--- src/rtl/add_mul_comp_seq.sv ---
`default_nettype none
// ============================================================================
// Module      : add_mul_comp_seq
// Description : Sequential add / multiply / compare unit with valid/ready
//               handshakes on both sides. Two unsigned WIDTH-bit operands are
//               compared. Auto mode returns the product when a > b and the
//               sum otherwise. The product comes from an iterative
//               shift-add engine.
//
//   Parameters
//     WIDTH      operand width (2..32); result is 2*WIDTH bits
//
//   Ports
//     clk        rising-edge clock
//     rst        synchronous active-high reset
//     in_valid   operands/mode valid         in_ready  accepting (IDLE only)
//     a, b       unsigned operands (b is the multiplier)
//     mode       00 auto, 01 add, 10 mul, 11 compare only
//     out_valid  result valid                out_ready consumer accepts
//     result     sum, product or compare word (2*WIDTH bits)
//     gt         captured a > b              did_mul   result is a product
//
//   Optional feature macro
//     ADD_MUL_COMP_EARLY_TERM_EN : the multiply loop stops once the remaining
//                                  multiplier is zero. Results are unchanged;
//                                  only latency differs.
//
// Revision    : 1.0 - initial release
// ============================================================================
module add_mul_comp_seq #(
  parameter int WIDTH = 8
) (
  input  logic               clk,
  input  logic               rst,
  input  logic               in_valid,
  output logic               in_ready,
  input  logic [WIDTH-1:0]   a,
  input  logic [WIDTH-1:0]   b,
  input  logic [1:0]         mode,
  output logic               out_valid,
  input  logic               out_ready,
  output logic [2*WIDTH-1:0] result,
  output logic               gt,
  output logic               did_mul
);

  localparam int CNT_W = $clog2(WIDTH + 1);

  localparam logic [1:0] S_IDLE = 2'd0;
  localparam logic [1:0] S_ADD  = 2'd1;
  localparam logic [1:0] S_MUL  = 2'd2;
  localparam logic [1:0] S_DONE = 2'd3;

  localparam logic [1:0] MODE_AUTO = 2'b00;
  localparam logic [1:0] MODE_MUL  = 2'b10;
  localparam logic [1:0] MODE_CMP  = 2'b11;

  logic [1:0]         state;
  logic [1:0]         state_next;

  // The multiplicand register also holds operand a for the add path, and the
  // multiplier register holds operand b; neither moves outside MUL.
  logic [2*WIDTH-1:0] mcand;
  logic [WIDTH-1:0]   mplier;
  logic [2*WIDTH-1:0] acc;
  logic [CNT_W-1:0]   cnt;
  logic [1:0]         mode_q;

  logic               gt_in;
  logic               go_mul;
  logic               mul_last;
  logic [2*WIDTH-1:0] acc_next;

  assign gt_in    = (a > b);
  assign go_mul   = (mode == MODE_MUL) || ((mode == MODE_AUTO) && gt_in);
  assign acc_next = acc + (mplier[0] ? mcand : '0);

`ifdef ADD_MUL_COMP_EARLY_TERM_EN
  // Stop after the iteration whose shift leaves the multiplier empty; the
  // counter bound is kept as a backstop.
  assign mul_last = (mplier[WIDTH-1:1] == '0) || (cnt == CNT_W'(WIDTH - 1));
`else
  assign mul_last = (cnt == CNT_W'(WIDTH - 1));
`endif

  // --------------------------------------------------------------------------
  // State register
  // --------------------------------------------------------------------------
  always_ff @(posedge clk) begin
    if (rst) begin
      state <= S_IDLE;
    end else begin
      state <= state_next;
    end
  end

  // --------------------------------------------------------------------------
  // Next-state logic
  // --------------------------------------------------------------------------
  always_comb begin
    state_next = state;
    case (state)
      S_IDLE: begin
        if (in_valid) begin
          state_next = go_mul ? S_MUL : S_ADD;
        end
      end
      S_ADD: state_next = S_DONE;
      S_MUL: begin
        if (mul_last) begin
          state_next = S_DONE;
        end
      end
      S_DONE: begin
        // Only a presented result can be drained; an early out_ready does
        // not shorten latency.
        if (out_valid && out_ready) begin
          state_next = S_IDLE;
        end
      end
      default: state_next = S_IDLE;
    endcase
  end

  // --------------------------------------------------------------------------
  // Output decode (from the state register only)
  // --------------------------------------------------------------------------
  always_comb begin
    in_ready = (state == S_IDLE);
  end

  // --------------------------------------------------------------------------
  // Datapath
  // --------------------------------------------------------------------------
  always_ff @(posedge clk) begin
    if (rst) begin
      mcand     <= '0;
      mplier    <= '0;
      acc       <= '0;
      cnt       <= '0;
      mode_q    <= '0;
      result    <= '0;
      gt        <= 1'b0;
      did_mul   <= 1'b0;
      out_valid <= 1'b0;
    end else begin
      case (state)
        S_IDLE: begin
          if (in_valid) begin
            mcand   <= {{WIDTH{1'b0}}, a};
            mplier  <= b;
            mode_q  <= mode;
            acc     <= '0;
            cnt     <= '0;
            gt      <= gt_in;
            did_mul <= go_mul;
          end
        end
        S_ADD: begin
          if (mode_q == MODE_CMP) begin
            result <= {{(2*WIDTH-1){1'b0}}, gt};
          end else begin
            result <= {{(WIDTH-1){1'b0}},
                       ({1'b0, mcand[WIDTH-1:0]} + {1'b0, mplier})};
          end
        end
        S_MUL: begin
          acc    <= acc_next;
          mcand  <= mcand << 1;
          mplier <= mplier >> 1;
          cnt    <= cnt + 1'b1;
          if (mul_last) begin
            result <= acc_next;
          end
        end
        S_DONE: begin
          // First DONE cycle presents the result; it is then held until the
          // consumer takes it.
          if (!out_valid) begin
            out_valid <= 1'b1;
          end else if (out_ready) begin
            out_valid <= 1'b0;
          end
        end
        default: ;
      endcase
    end
  end

endmodule
`default_nettype wire
--- config.mk ---
export PLATFORM = sky130hd
export DESIGN_NAME = add_mul_comp_seq
export DESIGN_NICKNAME = d
export VERILOG_FILES = /design/src/rtl/add_mul_comp_seq.sv
export SDC_FILE = /design/constraint.sdc
export NUM_CORES = 1
export LEC_CHECK = 0
export CORE_ASPECT_RATIO = 0.75
export CORE_MARGIN = 5
export CORE_UTILIZATION = 50
export DETAILED_ROUTE_END_ITERATION = 10
export GPL_ROUTABILITY_DRIVEN = 0
export PLACE_DENSITY = 0.81
export SLEW_MARGIN = 40
export SYNTH_ARGS = -nofsm -noshare
export SYNTH_HDL_FRONTEND = slang
export SYNTH_SLANG_ARGS = --single-unit
export TNS_END_PERCENT = 20
--- constraint.sdc ---
create_clock -name clk -period 2.9 [get_ports clk]
set_clock_uncertainty 0.15 [all_clocks]
set_input_delay 0.87 -clock clk [delete_from_list [all_inputs] [get_ports clk]]
set_output_delay 0.87 -clock clk [all_outputs]
set_load 0.01 [all_outputs]
==> results.tsv <==
stage	metric	value	unit
die	boundaryPins	42	
setup_path	crit_path_end_kind	flop	
global_route	antenna_found_initial	0	
yosys	seq_area_frac_synth	0.332	
detailed_routing	vias	3760	
die	start_util	0.512	
yosys	yosysWarnings	0	
global_route	grt_max_degree	28	
setup_path	r2r_slack	0.09	ns
die	core_area	0.00788	mm2
setup_path	path_class	reg -> reg	
power_and_ir_drop	p_per_area	715	mW/mm2
clocking	clk_pin_slew_worst_paths	0.07	ns
global_route	first_global_vias	3535	
final_layout	insertedDiodeCount	0	
yosys	synthesis.nets	547	
clocking	insertion_delay	0.35	ns
clocking	cts_tree	done	
yosys	netlist_area	0.00404	mm2
yosys	synth.distinct_cells	48	
yosys	ys_seq_elements	67	
setup_path	worstReg2RegStart	mcand[0]	
clocking	cts_resized	0	
detailed_routing	drc	0	
clocking	post-cts-setup-buffers	0	
yosys	synth_area_per_cell	8.27	um2
yosys	synth_edf_count	0	
detailed_routing	via_per_inst	5.87	
min_path	hold_path.class	reg -> reg	
min_path	worstHoldStart	result[15]	
final_layout	final_util	0.611	
die	die_y	87.8	um
power_and_ir_drop	p_switching	1.41	mW
final_layout	final_cells	641	
clocking	clkSinkCount	67	
final_layout	final_cell_mix	dfxtp_1 (67), nor2_1 (53), nand2_1 (47)	
timing	tightest_slew	0.839	ns
placement	place_hpwl	7630	um
timing	max-slew-margin-rel	0.440	
clocking	clockBufferDepth	2	
timing	final_hold_viol_count	0	
placement	dp.cells	625	
setup_path	crit_path_start	mcand[0]	
die	core.rowCount	28	
outcome	outcome	finished clean	
detailed_routing	postRouteAntennaNets	0	
yosys	synth-async-reset-ratio	0	
clocking	htree_levels	3	
yosys	syn_inst	488	
setup_path	path_max_fanout	4	
final_layout	syn2layout_area_growth	19.3	%
timing	timing.final.crit_period	2.81	ns
power_and_ir_drop	combPwrFrac	0.444	
timing	setup_viol	0	
global_route	grt_pass1_wl	16700	um
clocking	hold_buffers	0	
timing	max_freq	356	MHz
detailed_routing	routed_wl	10100	um
setup_path	crit_arrival	2.90	ns
detailed_routing	drtIter0Drc	254	
yosys	synthFlopType	dfxtp_1	
final_layout	layout.cells.most_common	dfxtp_1	
power_and_ir_drop	p_sw_frac	0.410	
setup_path	startpoint_type	flop	
timing	rsz0062_at_grt	false	
power_and_ir_drop	intPower	2.03	mW
final_layout	layout-drive-gt1-share	0.0858	
placement	portBuffers	41	
clocking	cts_root_buf	clkbuf_8	
die	dieArea	0.00999	mm2
timing	min_period_over_period	0.968	
timing	holdWs	0.304	ns
clocking	cts-buffers-inserted	9	
power_and_ir_drop	ir_worst_vdd	0.493	mV
die	die_w	114	um
setup_path	required	2.99	ns
final_layout	nets	590	
detailed_routing	post_drt_wl_per_cell	15.8	um
global_route	grt_overflow	0	
power_and_ir_drop	p_clk_frac	0.200	
power_and_ir_drop	leakage	1.99	nW
power_and_ir_drop	pwr-share-seq	0.356	
flow_run	maxCapViolCount	0	
global_route	grt_use_total	0.210	
timing	slew_viol_final	0	
detailed_routing	dr.pass1.iters	5	
[cell usage after synthesis, types with 3 or more instances]
cell       n  share of area
nor2_1    54          0.050
buf_2      3         0.0037
mux2i_1   17          0.042
and2_1    17          0.026
nor4_1     5         0.0078
xnor2_1   11          0.024
or3_1      3         0.0047
nand2_1   47          0.044
nand3b_1   5         0.0093
nor2b_1    3         0.0047
xor2_1     7          0.015
a211o_1    4         0.0087
a21oi_1   32          0.040
o21ai_0   21          0.026
dfxtp_1   67           0.33
nand3_1   19          0.024
nor3_1    12          0.015
a221oi_1   6          0.013
o211ai_1   5         0.0093
clkbuf_1  20          0.019
a22oi_1   16          0.030
a21o_1     9          0.017
nor3b_1    4         0.0074
ha_1      35           0.11
inv_1     15          0.014
nand2b_1   3         0.0047
a211oi_1  18          0.033
nand4_1    3         0.0047
[worst paths after layout]
check / end / cells past startpoint
setup / recovery: acc[12] / 9
hold reg to reg: result[15] / 2
setup reg to reg: acc[12] / 9
hold / removal: result[15] / 2
[kinds of logic after synthesis]
logic type,Yosys count,share of synthesized area
buf+inv,40,0.0381
simple gates,180,0.211
mux,17,0.0422
fa+ha+maj,37,0.118
compound gates,129,0.219
xor+xnor,18,0.0391
flops,67,0.332
[per-layer routing]
| layer | wire [um] | track usage | part of all wire |
|---|---|---|---|
| met1 | 4740 | 0.274 | 0.47 |
| met3 | 661 | 0.0490 | 0.065 |
| met5 | 0 | 0 | 0 |
| met2 | 4540 | 0.343 | 0.45 |
| met4 | 158 | 0.0753 | 0.016 |
[critical path, cell delays in order (launching register included)]
cell      delay (ns)
dfxtp_1         0.34
ha_1            0.25
ha_1            0.23
fa_1            0.41
a21o_1          0.23
a211oi_2        0.26
nor2_1          0.11
a311oi_2        0.39
mux2i_1         0.26
nand2_1         0.07
[power groups by stage]
| stage | Clock, mW | Combinational [mW] | Sequential (mW) |
|---|---|---|---|
| 5_1_grt | 0.741 | 1.69 | 1.25 |
| 6_report | 0.688 | 1.53 | 1.22 |
| 2_1_floorplan | 0 | 0.975 | 1.22 |
| 3_3_place_gp | 0 | 1.44 | 1.24 |
| 3_5_place_dp | 0 | 1.51 | 1.24 |
| 4_1_cts | 0.700 | 1.52 | 1.22 |
[per-stage QoR]
step	TNS [ns]	instance area, um2	power, mW	setup slack [ns]
2_1_floorplan	0	4040	2.19	0.290
3_3_place_gp	-0.160	4610	2.68	-0.0815
3_5_place_dp	-0.294	4620	2.75	-0.129
4_1_cts	0	4790	3.44	0.00715
5_1_grt	0	4810	3.67	0.00246
6_report	0	4810	3.44	0.0929
[cell type report]
type                    count  area (um2)
fillers                   715        3070
clock buffers              11         141
multi-input cells         381        2580
flip-flops and latches     67        1340
repair buffers             56         531
clock inverters             5        28.8
inverters                  16        60.1
well taps                 105         131
[state kept, by name (all words and copies together) (netlist names)]
signal	flops
mode_q	2
acc	16
out_valid	1
mplier	8
did_mul	1
result	16
gt	1
cnt	4
mcand	16
state	2
(Power assumes the default switching activity.)
